[config.mk]
export PLATFORM = sky130hd
export DESIGN_NAME = dmem_timer_resp
export DESIGN_NICKNAME = d
export VERILOG_FILES = /design/src/rtl/dmem_timer_resp.sv
export SDC_FILE = /design/constraint.sdc
export NUM_CORES = 1
export LEC_CHECK = 0
export CAP_MARGIN = 20
export CORE_MARGIN = 5
export CORE_UTILIZATION = 60
export DETAILED_ROUTE_END_ITERATION = 8
export PLACE_DENSITY = 0.88
export SYNTH_ARGS = -nofsm -noshare
export SYNTH_HDL_FRONTEND = slang
export SYNTH_SLANG_ARGS = --single-unit
[constraint.sdc]
create_clock -name clk -period 5.16 [get_ports clk]
set_input_delay 0.516 -clock clk [delete_from_list [all_inputs] [get_ports clk]]
set_output_delay 0.516 -clock clk [all_outputs]
set_load 0.005 [all_outputs]
[src/rtl/dmem_timer_resp.sv]
// dmem_timer_resp: memory-mapped timer answering the data-memory SRAM port.
// Prescaled 32-bit up-counter with compare, auto-reload, sticky MATCH/OVF
// status flags and a level interrupt. Only addr0[2:0] is decoded.
module dmem_timer_resp #(
    parameter int ADDR_WIDTH  = 6,
    parameter int PRESC_WIDTH = 8
) (
    input  logic                  clk,
    input  logic                  rst_n,
    input  logic                  csb0,
    input  logic                  web0,
    input  logic [3:0]            wmask0,
    input  logic [ADDR_WIDTH-1:0] addr0,
    input  logic [31:0]           din0,
    output logic [31:0]           dout0,
    output logic                  irq
);

    localparam logic [2:0]  REG_CTRL    = 3'd0;
    localparam logic [2:0]  REG_STATUS  = 3'd1;
    localparam logic [2:0]  REG_COUNT   = 3'd2;
    localparam logic [2:0]  REG_COMPARE = 3'd3;
    localparam logic [2:0]  REG_ID      = 3'd4;
    localparam logic [31:0] ID_VALUE    = 32'h54494D31;
    localparam logic [31:0] COUNT_MAX   = 32'hFFFFFFFF;

    // Architectural state
    logic                   en;
    logic                   autoreload;
    logic                   irqen;
    logic [PRESC_WIDTH-1:0] presc;
    logic [PRESC_WIDTH-1:0] pcnt;
    logic                   match;
    logic                   ovf;
    logic [31:0]            count;
    logic [31:0]            compare;

    // Next-state values
    logic                   en_n;
    logic                   autoreload_n;
    logic                   irqen_n;
    logic [PRESC_WIDTH-1:0] presc_n;
    logic [PRESC_WIDTH-1:0] pcnt_n;
    logic                   match_n;
    logic                   ovf_n;
    logic [31:0]            count_n;
    logic [31:0]            compare_n;

    // Access decode
    logic        acc_wr;
    logic        acc_rd;
    logic [2:0]  reg_sel;
    logic [3:0]  byte_en;
    logic [31:0] ctrl_word;
    logic [31:0] ctrl_wdata;
    logic [31:0] rd_data;
    logic        tick;
    logic        set_match;
    logic        set_ovf;
    logic [1:0]  clr_flags;
    logic        unused_addr;

    // Upper address bits are routed to the decoder elsewhere; ignored here.
    assign unused_addr = ^addr0[ADDR_WIDTH-1:3];

    assign acc_wr  = !csb0 && !web0;
    assign acc_rd  = !csb0 &&  web0;
    assign reg_sel = addr0[2:0];
    assign byte_en = (wmask0 == 4'b0000) ? 4'b1111 : wmask0;

    assign ctrl_word = {16'h0000, 8'(presc), 5'b00000, irqen, autoreload, en};

    function automatic logic [31:0] byte_merge(
        input logic [31:0] old_val,
        input logic [31:0] wdat,
        input logic [3:0]  ben
    );
        logic [31:0] r;
        r = old_val;
        for (int unsigned i = 0; i < 4; i++) begin
            if (ben[i]) begin
                r[8*i +: 8] = wdat[8*i +: 8];
            end
        end
        return r;
    endfunction

    assign ctrl_wdata = byte_merge(ctrl_word, din0, byte_en);

    // Read mux: pre-edge register contents
    always_comb begin
        rd_data = '0;
        case (reg_sel)
            REG_CTRL:    rd_data = ctrl_word;
            REG_STATUS:  rd_data = {30'b0, ovf, match};
            REG_COUNT:   rd_data = count;
            REG_COMPARE: rd_data = compare;
            REG_ID:      rd_data = ID_VALUE;
            default:     rd_data = '0;
        endcase
    end

    // Prescaler: tick when pcnt reaches PRESC while enabled
    always_comb begin
        tick   = en && (pcnt == presc);
        pcnt_n = '0;
        if (en && !tick) begin
            // A PRESC written below pcnt lets pcnt run up and wrap naturally.
            pcnt_n = pcnt + 1'b1;
        end
        if (acc_wr && reg_sel == REG_CTRL && !ctrl_wdata[0]) begin
            pcnt_n = '0;
        end
    end

    // Counter, compare and flag next-state; software writes win over the tick
    always_comb begin
        en_n         = en;
        autoreload_n = autoreload;
        irqen_n      = irqen;
        presc_n      = presc;
        count_n      = count;
        compare_n    = compare;
        set_match    = 1'b0;
        set_ovf      = 1'b0;
        clr_flags    = 2'b00;

        if (tick) begin
            if (count == compare) begin
                set_match = 1'b1;
                set_ovf   = (count == COUNT_MAX);
                count_n   = autoreload ? '0 : count + 32'd1;
            end else if (count == COUNT_MAX) begin
                set_ovf = 1'b1;
                count_n = '0;
            end else begin
                count_n = count + 32'd1;
            end
        end

        if (acc_wr) begin
            case (reg_sel)
                REG_CTRL: begin
                    en_n         = ctrl_wdata[0];
                    autoreload_n = ctrl_wdata[1];
                    irqen_n      = ctrl_wdata[2];
                    presc_n      = PRESC_WIDTH'(ctrl_wdata[15:8]);
                end
                REG_STATUS: begin
                    if (byte_en[0]) begin
                        clr_flags = din0[1:0];
                    end
                end
                REG_COUNT:   count_n   = byte_merge(count, din0, byte_en);
                REG_COMPARE: compare_n = byte_merge(compare, din0, byte_en);
                default: ;
            endcase
        end

        // Hardware set takes priority over a same-edge W1C clear.
        match_n = (match & ~clr_flags[0]) | set_match;
        ovf_n   = (ovf   & ~clr_flags[1]) | set_ovf;
    end

    // State registers and interrupt (irq follows next-state flags)
    always_ff @(posedge clk or negedge rst_n) begin
        if (!rst_n) begin
            en         <= 1'b0;
            autoreload <= 1'b0;
            irqen      <= 1'b0;
            presc      <= '0;
            pcnt       <= '0;
            match      <= 1'b0;
            ovf        <= 1'b0;
            count      <= '0;
            compare    <= '1;
            irq        <= 1'b0;
        end else begin
            en         <= en_n;
            autoreload <= autoreload_n;
            irqen      <= irqen_n;
            presc      <= presc_n;
            pcnt       <= pcnt_n;
            match      <= match_n;
            ovf        <= ovf_n;
            count      <= count_n;
            compare    <= compare_n;
            irq        <= irqen_n & (match_n | ovf_n);
        end
    end

    // Registered read data; holds when idle or writing
    always_ff @(posedge clk or negedge rst_n) begin
        if (!rst_n) begin
            dout0 <= '0;
        end else if (acc_rd) begin
            dout0 <= rd_data;
        end
    end

endmodule

==> impl_metrics.toml <==
[outcome]
status = "finished clean"

[critical_path]
worstSetupEndpointType = "flip-flop"
r2r-end = "count[29]"
crit_slowest_cell = "mux2i_4"
cp_common_cell = "buf_4"
reg2regPathDepth = 9
setup.worst_path.start_class = "flip-flop"
cpPeakStageDelay_ns = 0.66
reg2reg_slack_ns = 1.93
arrival_ns = 3.65
cp_max_fo = 21
startpoint = "pcnt[0]"
path_cells = "xnor2_1 -> nand4_1 -> nor3_1 -> buf_4 -> nand3_1 -> mux2i_4 -> buf_4 -> o31ai_1 -> a211o_1"
crit_buf_inv = 2
r2r_start = "pcnt[0]"
critical_path_class = "reg -> reg"
cp_data_required_time_ns = 5.58
crit_family = "simple AND/OR/NAND/NOR gates"

[logic_synthesis]
synth_top_area_share_pct = 32.3
yosysWarningCount = 0
ys_ff_latch = 118
seq_area_frac_synth_pct = 45.0
syn-cell-area_um2 = 6660
syn_nets = 703
avgSynthCellArea_um2 = 10.2
synthTopCellsByArea = "dfrtp_1 (32%), dfstp_2 (13%), mux2_2 (8.6%)"
synth-edff-count = 0
synth_flop_cell = "dfrtp_1"
async_reset_ff_share_pct = 100
synthCells = 655
synth_top_area_cell = "dfrtp_1"
ys_types = 56

[clocking]
cts_made_buffers = 17
cts_tree = "done"
clk_pin_slew_ns = 0.06
h-tree-depth = 4
clock_path_buffers = 2
insertion_delay_ns = 0.53
ctsHoldBuffers = 0
clock-sinks = 118
ctsResizeCount = 0
post_cts_buffers = 0
clockRootBuffer = "clkbuf_8"

[floorplan]
coreArea_um2 = 10800
die_area_um2 = 13300
start_util_pct = 61.4
die_h_um = 115
io_pins = 79
die_width_um = 115
row_count = 38

[global_route]
grt_pass1_vias = 5943
antenna_found_initial = 0
use_met1_pct = 37.6
use_met2_pct = 47.6
met3_usage_pct = 7.32
grt-ovfl-total = 0
busiest_layer = "met2"
grt_pass1_wl_um = 30800
grt_max_degree = 77
grt_usage_pct = 30.0

[routing]
drt-pass1-iter-count = 7
routed_wl_um = 19000
viasPerCell = 6.80
drt_iter0_drc = 755
vias = 5935
wl_per_cell_um = 21.7
drc = 0
drtAntennaViolNets = 0

[final_layout]
drive_above_1_share_pct = 19.4
antenna_cells = 0
final_common_cell = "dfrtp_1"
area_delta_synth_final_pct = 21.1
final_area_um2 = 8060
layout_common_cells = "dfrtp_1 (86), clkdlybuf4s50_1 (73), nand2_1 (71)"
n_fill_cell = 689
fin_nets = 768

[run]
maxCapViolCount = 0

[sta]
setup_viol = 0
slew_headroom_pct = 24.9
layout_min_cycle_time_ns = 3.23
max_freq_mhz = 309
final_hold_viol_count = 0
skew_ns = 0.0110
rsz0062_at_grt = "no"
finalCritPeriodShare_pct = 62.7
tns_ns = 0
finalMaxSlewViolations = 0
tightestPinTransition_ns = 1.12

[power]
powerDensity_nw_per_um2 = 404
leakagePower_nw = 3.48
irDropWorstVdd_v = 0.000229

[placed_design]
placed_cell_area_um2 = 7450
place.gp.congestion = 0.883
portBuffers = 75
dpl.hpwl_um = 12300

[min_path]
worstHoldPathType = "in -> async"
area by class of cell:
cell class              instances  area (um2)  share of cell area (%)
well taps                     140         175                    2.17
multi-input cells             491        3450                    42.8
flip-flops and latches        118        2990                    37.1
repair buffers                 83         803                    9.97
clock buffers                  21         459                    5.70
inverters                       9        33.8                   0.419
clock inverters                11         149                    1.85
registers in the layout, summed over array words and instances, names as in the netlist:
signal,count
dout0,32
autoreload,1
en,1
match,1
compare,32
pcnt,8
irqen,1
irq,1
count,32
ovf,1
presc,8
cell families (layout without fill, tap and decap cells):
family / count (synthesis) / in the layout / share of synthesized area (%)
flip-flops: 118 / 118 / 45.0
adder cells (fa/ha/maj): 2 / 2 / 0.376
AO/OA/AOI/OAI: 125 / 125 / 12.7
AND/OR/NAND/NOR: 232 / 232 / 18.1
buffers and inverters: 46 / 124 / 3.35
XOR/XNOR: 51 / 51 / 6.82
multiplexers: 81 / 81 / 13.7
stage by stage:
stage	utilization (%)	power, W	hold WS [ns]	worst slack, ns	std cells
after floorplan	-	0.00174	0.220	2.94	655
after global placement	68.7	0.00197	0.461	1.98	841
after detailed placement	68.7	0.00202	0.470	1.86	841
after CTS	74.3	0.00324	0.151	2.06	873
after global routing	74.3	0.00338	0.187	1.86	873
final	74.3	0.00326	0.130	1.93	873
synthesized netlist by cell type, types with 2 or more instances:
| cell | n |
|---|---|
| buf_6 | 5 |
| or4_1 | 2 |
| o21ai_0 | 46 |
| a221o_1 | 3 |
| a21oi_1 | 10 |
| nand4_1 | 10 |
| dfstp_2 | 32 |
| o2bb2ai_1 | 4 |
| a22o_1 | 6 |
| ha_1 | 2 |
| dfrtp_1 | 86 |
| xor2_1 | 39 |
| o31ai_1 | 9 |
| mux2_2 | 51 |
| and4_1 | 5 |
| nand2b_1 | 2 |
| and2_1 | 5 |
| buf_1 | 5 |
| or2_2 | 5 |
| nand3_1 | 38 |
| nor3_1 | 8 |
| xnor2_1 | 11 |
| nor4_1 | 13 |
| or3_1 | 12 |
| mux2i_1 | 27 |
| clkbuf_1 | 19 |
| nor4b_1 | 5 |
| nor4_2 | 2 |
| buf_2 | 6 |
| a21o_1 | 11 |
| nor2_4 | 2 |
| o21bai_1 | 3 |
| a22oi_1 | 16 |
| o211ai_1 | 2 |
| nor2_1 | 33 |
| o211a_1 | 2 |
| inv_1 | 9 |
| mux4_2 | 2 |
| a211o_1 | 6 |
| nand2_1 | 71 |
| and3_1 | 15 |
layer usage:
layer	vias up	part of all wire, %
met5	-	0
met4	0	5.7
met3	126	9.5
met2	401	48
met1	2885	37
li1	2523	-
worst register-to-register path: stages, from the launching register on:
cell     delay [ns]
dfrtp_1        0.45
xnor2_1        0.18
nand4_1        0.26
nor3_1         0.34
buf_4          0.24
nand3_1        0.19
mux2i_4        0.66
buf_4          0.36
o31ai_1        0.13
a211o_1        0.31
power breakdown:
group | leakage (nW) | switching (W) | internal [W] | total [W]
logic | 1.76 | 0.000336 | 0.000343 | 0.000679
registers | 1.44 | 0.000235 | 0.00114 | 0.00137
clock network | 0.278 | 0.000432 | 0.000773 | 0.00121
worst max path at each step:
stage	to	slack, ns	cells past startpoint
global placement	compare[31]	1.98	5
global route	count[28]	1.86	9
floorplan	count[26]	2.94	9
finish	count[29]	1.93	9
detailed placement	compare[31]	1.86	5
CTS	count[28]	2.06	9
No activity file was read; power rests on OpenSTA's default activity.
